`config.mk`:
```
export PLATFORM = sky130hd
export DESIGN_NAME = wb_stage
export DESIGN_NICKNAME = d
export VERILOG_FILES = /design/src/rtl/wb_stage.sv
export SDC_FILE = /design/constraint.sdc
export NUM_CORES = 1
export LEC_CHECK = 0
export ABC_AREA = 1
export BUFFER_PORTS_ARGS = -buffer_cell sky130_fd_sc_hd__buf_4
export CELL_PAD_IN_SITES_DETAIL_PLACEMENT = 1
export CELL_PAD_IN_SITES_GLOBAL_PLACEMENT = 2
export CORE_MARGIN = 1.5
export CORE_UTILIZATION = 31
export CTS_CLUSTER_SIZE = 20
export DETAILED_ROUTE_END_ITERATION = 16
export MAX_ROUTING_LAYER = met4
export PLACE_DENSITY_LB_ADDON = 0.1
export SLEW_MARGIN = 10
export SYNTH_ARGS = -nofsm -noshare
export SYNTH_HDL_FRONTEND = slang
export SYNTH_SLANG_ARGS = --single-unit
```
`constraint.sdc`:
```
create_clock -name clk -period 1.8 [get_ports clk]
set_input_delay 0.27 -clock clk [delete_from_list [all_inputs] [get_ports clk]]
set_output_delay 0.27 -clock clk [all_outputs]
set_load 0.02 [all_outputs]
```
`src/rtl/wb_stage.sv`:
```
// Write-back stage: owns the register file's single write port. Arbitrates the
// pipeline result against a 2-entry buffer of late multiply/divide results.
module wb_stage #(
  parameter int DEPTH = 2
) (
  input  logic        clk,
  input  logic        rst_i,
  input  logic        pause,
  input  logic        mem_we_i,
  input  logic [4:0]  mem_addr_i,
  input  logic [31:0] mem_alu_i,
  input  logic [31:0] mem_dmem_i,
  input  logic [2:0]  mem_ld_ctl_i,
  input  logic [1:0]  mem_bsel_i,
  input  logic        md_valid_i,
  input  logic [4:0]  md_addr_i,
  input  logic [31:0] md_data_i,
  output logic        md_ready_o,
  output logic [31:0] fw_mem_o,
  output logic        wb_we_o,
  output logic [4:0]  wb_addr_o,
  output logic [31:0] wb_din_o,
  output logic        busy_o
);

  logic [7:0]  byte_sel;
  logic [15:0] half_sel;

  logic        st_valid;
  logic        st_pend;
  logic [4:0]  st_addr;
  logic [31:0] st_data;

  logic [DEPTH-1:0] ent_valid;
  logic [4:0]       ent_addr [DEPTH];
  logic [31:0]      ent_data [DEPTH];
  logic             wr_ptr;
  logic             rd_ptr;
  logic [1:0]       count;

  logic [4:0]  last_addr;
  logic [31:0] last_din;

  logic pipe_wr;
  logic buf_pop;
  logic buf_wr;
  logic push;

  // Big-endian load alignment; also feeds the forwarding muxes directly.
  always_comb begin
    byte_sel = mem_dmem_i[31:24];
    case (mem_bsel_i)
      2'b00:   byte_sel = mem_dmem_i[31:24];
      2'b01:   byte_sel = mem_dmem_i[23:16];
      2'b10:   byte_sel = mem_dmem_i[15:8];
      default: byte_sel = mem_dmem_i[7:0];
    endcase
    half_sel = mem_bsel_i[1] ? mem_dmem_i[15:0] : mem_dmem_i[31:16];
    case (mem_ld_ctl_i)
      3'b001:  fw_mem_o = {{24{byte_sel[7]}}, byte_sel};
      3'b010:  fw_mem_o = {24'd0, byte_sel};
      3'b011:  fw_mem_o = {{16{half_sel[15]}}, half_sel};
      3'b100:  fw_mem_o = {16'd0, half_sel};
      3'b101:  fw_mem_o = mem_dmem_i;
      default: fw_mem_o = mem_alu_i;
    endcase
  end

  // pend marks a write not yet issued, so a held stage writes only once.
  always_ff @(posedge clk or negedge rst_i) begin
    if (!rst_i) begin
      st_valid <= 1'b0;
      st_pend  <= 1'b0;
      st_addr  <= 5'd0;
      st_data  <= 32'd0;
    end else if (!pause) begin
      st_valid <= mem_we_i & (mem_addr_i != 5'd0);
      st_pend  <= 1'b1;
      st_addr  <= mem_addr_i;
      st_data  <= fw_mem_o;
    end else begin
      st_pend  <= 1'b0;
    end
  end

  // md handshake: a result transfers on a clock edge where md_valid_i and
  // md_ready_o are both high; md_ready_o comes only from the registered count.
  assign md_ready_o = (count < 2'd2);
  assign busy_o     = (count != 2'd0);
  assign push       = md_valid_i & md_ready_o;

  assign pipe_wr = st_valid & st_pend;
  assign buf_pop = busy_o & ~pipe_wr;
  assign buf_wr  = buf_pop & ent_valid[rd_ptr];
  assign wb_we_o = pipe_wr | buf_wr;

  always_comb begin
    wb_addr_o = last_addr;
    wb_din_o  = last_din;
    if (pipe_wr) begin
      wb_addr_o = st_addr;
      wb_din_o  = st_data;
    end else if (buf_wr) begin
      wb_addr_o = ent_addr[rd_ptr];
      wb_din_o  = ent_data[rd_ptr];
    end
  end

  always_ff @(posedge clk or negedge rst_i) begin
    if (!rst_i) begin
      last_addr <= 5'd0;
      last_din  <= 32'd0;
    end else if (wb_we_o) begin
      last_addr <= wb_addr_o;
      last_din  <= wb_din_o;
    end
  end

  // An issuing pipeline write is younger than any buffered result to the same
  // register, so matching entries are invalidated and later pop silently.
  always_ff @(posedge clk or negedge rst_i) begin
    if (!rst_i) begin
      ent_valid <= '0;
      for (int i = 0; i < DEPTH; i++) begin
        ent_addr[i] <= 5'd0;
        ent_data[i] <= 32'd0;
      end
      wr_ptr <= 1'b0;
      rd_ptr <= 1'b0;
      count  <= 2'd0;
    end else begin
      for (int i = 0; i < DEPTH; i++) begin
        if (push && (wr_ptr == 1'(i))) begin
          ent_valid[i] <= (md_addr_i != 5'd0);
          ent_addr[i]  <= md_addr_i;
          ent_data[i]  <= md_data_i;
        end else if (pipe_wr && (ent_addr[i] == st_addr)) begin
          ent_valid[i] <= 1'b0;
        end
      end
      if (push)    wr_ptr <= ~wr_ptr;
      if (buf_pop) rd_ptr <= ~rd_ptr;
      case ({push, buf_pop})
        2'b10:   count <= count + 2'd1;
        2'b01:   count <= count - 2'd1;
        default: count <= count;
      endcase
    end
  end

endmodule

```
==> impl.org <==
** Run status
- The run finished, with violations left.
- The checks that failed: setup timing.

** Route
- The first detailed-routing pass took 4 iterations.
- Routed WL :: 29.7 mm
- For this run, design rule violations remaining after detail routing come to 0.
- Via/cell ratio :: 4.77
- The final route contains 8097 vias.
- The detail route stage leaves a number of antenna-violating nets equal to 0.
- After the first detailed-routing iteration, the DRC count stood at 386.
- After detailed routing, the average wire length per cell comes to 17.5 µm.

** Pwr
- Psw :: 0.00772 W
- Design Power :: 0.0190 W
- Per report_power, the clock group accounts for 19.1% of the total.
- The internal power of the cells totals 0.0113 W.
- Combinational cells account for 51.0% of the total power.
- Static leakage power :: 6.60 nW
- In this run the power density over the cells is 1580 nW/µm².
- Of the total power, registers draw 29.9%.
- Net switching fraction of the power :: 40.7%
- The worst-case IR drop observed on VDD is 856 µV.

** Timing
- Final worst-path cycle share :: 123%
- Slew Viols, Final :: 0
- At the pin with the least slew margin, the transition time is 0.415 ns.
- Measured against its own limit, the worst slew margin works out to 72.2%.
- The count of final hold-check violations came to 0.
- Worst hold margin :: 0.0562 ns
- Derived from the worst setup path, the maximum achievable clock frequency is 0.450 GHz.
- Setup repair after global routing could not meet its margin everywhere.
- Final setup vio count :: 38
- Across all setup checks in the final design, the least slack found is -0.422 ns.
- For the finished layout, the period the worst path requires is 2.22 ns.
- For the final database, setup skew stands at 0.0175 ns.

** CTS
- At the later pin of the worst-skew pair, clock insertion delay measures 0.43 ns.
- Clock tree from TritonCTS :: built
- Clock tree synthesis selected as its root buffer the cell clkbuf_16.
- Worst-path clk slew :: 0.07 ns
- Buffers inserted during clock tree synthesis total 17.
- Num Clock Sinks :: 156
- The longest clock path from root to sink contains 2 buffers.
- The H-tree was split into 4 levels.

** Global route
- Number of antenna violations at the first check in global routing :: 0
- For this run, the total global-route usage over all layers was measured as 21.8%.
- Largest net degree at the start of global routing :: 43
- Global-route wire length before repair :: 45.9 mm
- The via count of the first global-routing pass came to 8454.
- For this run the aggregate overflow at the end of global routing stands at 0.

** Synth
- During synthesis, Yosys emitted a total of 0 warnings.
- Cell variety after synth :: 35
- Total standard cell area after synthesis :: 8420 µm²
- Syn_area_per_cell :: 7.64 µm²
- In this run, synthesis produced a sequential element count of 156.
- Portion of the post-synthesis area used by sequential elements :: 46.4%
- Counting every net in the synthesized netlist gives 1218.
- Gate count after technology mapping :: 1101

** Setup path
- The largest single stage delay on the critical path is 0.37 ns.
- Startpoint type of the worst setup path :: flip-flop
- Among cell families on the critical path, the largest total delay comes from buffers and inverters.
- CP Capture Type :: primary output
- Data on the critical path arrives at its endpoint at 1.95 ns.
- Data required, critical path :: 1.53 ns
- The critical path is of the flip-flop to primary output type.
- Bufs and invs on worst path :: 4
- Cell repeated most along the worst path :: buf_6
- Slowest stage cell on the critical path :: dfrtp_1
- The critical path goes through nand2_1 -> inv_2 -> a21oi_4 -> and2_4 -> buf_6 -> buf_12 -> o211ai_1 -> nand3_2 -> buf_6.
- Critical-path maximum fanout :: 6

** Place
- Once placement completed, the tool counted placed cells totaling 1650.
- HPWL after detailed placement :: 22.0 mm
- Weighted congestion at the end of routability-driven global placement :: 0.870
- During placement, the flow inserted port buffers numbering 187.
- At the placement stage, the worst setup path has a slack of -0.0483 ns.

** Final layout
- Reg area :: 3910 µm²
- The final layout contains 1459 nets.
- Layout area overhead :: 43.0%
- Ratio of cells with drive above 1 in the final layout :: 31.4%
- The multi-input combinational cells in the finished layout cover a total of 4100 µm².
- The number of antenna diodes in the final layout is 0.
- Cells fill 44.9% of the core in the end.
- Counting the fill cells in the layout gives 3177.
- Post-Layout Cell Count :: 1696

** Floorplan
- Core area :: 26800 µm²
- In this run the core area contains 60 standard-cell rows.
- Starting density of the core :: 31.4%
- Width of the die :: 168 µm
- The die is 168 µm tall.
- The floorplan step defined a die boundary enclosing 28100 µm².
- Pin placement for this block handled 188 I/O pins.

** Run
- Max-capacitance violation count :: 0

** Min path
- The path class of the tightest hold or removal check is primary input to flip-flop.
flip-flops by register name (all words and copies together), names as in the netlist, 2 cells and up:
| name | count |
|---|---|
| ent_data | 64 |
| last_din | 32 |
| st_data | 32 |
| ent_addr | 10 |
| last_addr | 5 |
| st_addr | 5 |
| count | 2 |
| ent_valid | 2 |
power groups by stage:
stage | Clock, W | Combinational (W) | Sequential (W)
floorplan | 0 | 0.00468 | 0.00539
global route | 0.00386 | 0.0106 | 0.00586
finish | 0.00363 | 0.00968 | 0.00568
detailed placement | 0 | 0.00792 | 0.00562
CTS | 0.00372 | 0.00853 | 0.00558
global placement | 0 | 0.00778 | 0.00559
worst register-to-register path: cells and delay by family (launching register included):
kind / cells / cell delay [ns]
compound gates: 2 / 0.24
xor+xnor: 1 / 0.15
fa+ha+maj: 1 / 0.34
buf+inv: 2 / 0.25
flops: 1 / 0.37
simple gates: 1 / 0.14
synth_stat cells, drive strengths merged:
master	number	share of area [%]
a21boi	8	0.71
a21oi	19	1.3
and2	1	0.074
buf	26	2.5
clkbuf	27	1.2
clkinv	2	0.089
dfrtp	156	46
ha	1	0.15
inv	128	5.7
nand2	414	19
nand3	110	7.4
nand3b	17	3.3
nand4	5	0.37
nor2	25	1.2
nor3	1	0.059
o211ai	37	3.3
o21ai	106	6.3
o22ai	6	0.45
or2	8	0.59
xnor2	1	0.10
xor2	3	0.31
cell usage in the layout (no fill, tap or decap), drive strengths merged, types with 7 or more instances in the layout:
cell	netlist	final
nand3	110	110
dfrtp	156	156
a21oi	19	19
inv	128	135
a21boi	8	8
o211ai	37	37
nor2	25	25
o21ai	106	106
nand3b	17	17
buf	26	270
or2	8	8
clkbuf	27	22
nand2	414	414
clkinv	2	7
routing by layer:
metal	GRT usage, %	routed length [µm]	vias to the layer above
met5	-	0	-
met4	5.72	516	0
met3	3.17	926	24
met2	35.2	14200	163
met1	28.6	14100	3909
li1	-	-	4001
cell type report:
cell class              count  area share, %
clock buffers              18           3.65
clock inverters            14           1.26
inverters                 130           4.07
multi-input cells         762           34.0
flip-flops and latches    156           32.4
well taps                 341           3.54
repair buffers            275           21.0
worst paths after layout:
check                                   startpoint                  endpoint  slack, ns  cells past startpoint
max in group asynchronous                    rst_i  last_din[21]$_DFFE_PN0P_       0.93                      3
max                           st_valid$_DFFE_PN0N_              wb_din_o[20]      -0.42                      9
max reg2reg                   count[1]$_DFFE_PN0P_      count[1]$_DFFE_PN0P_       0.19                      7
min in group asynchronous                    rst_i  ent_data[24]$_DFFE_PN0P_       0.28                      2
min reg2reg                st_data[26]$_DFFE_PN0N_   st_data[26]$_DFFE_PN0N_       0.48                      2
min                                   md_addr_i[1]   ent_addr[1]$_DFFE_PN0P_       0.06                      3
per-stage QoR:
stage	instance area, µm²	TNS (ns)
floorplan	8420	0
global placement	10700	-0.0249
detailed placement	10700	-0.333
CTS	11500	-13.29
global route	12000	-17.62
finish	12000	-13.79
kinds of logic (layout without fill, tap and decap cells):
| logic type | Yosys count | in the layout | synth area share [%] |
|---|---|---|---|
| buffers and inverters | 183 | 437 | 9.46 |
| XOR/XNOR | 4 | 4 | 0.416 |
| adder cells (fa/ha/maj) | 1 | 1 | 0.149 |
| AND/OR/NAND/NOR | 581 | 581 | 31.6 |
| flip-flops | 156 | 156 | 46.4 |
| AO/OA/AOI/OAI | 176 | 176 | 12.0 |
timing repair:
item	4_1_cts	5_1_grt
hold buffers	1	0
pin swaps	0	9
gates cloned	1	5
buffers inserted	2	7
gates resized for setup	54	98
hold endpoints to repair	21	0
endpoints found under the setup margin	40	67
No activity file was read; power rests on OpenSTA's default activity.
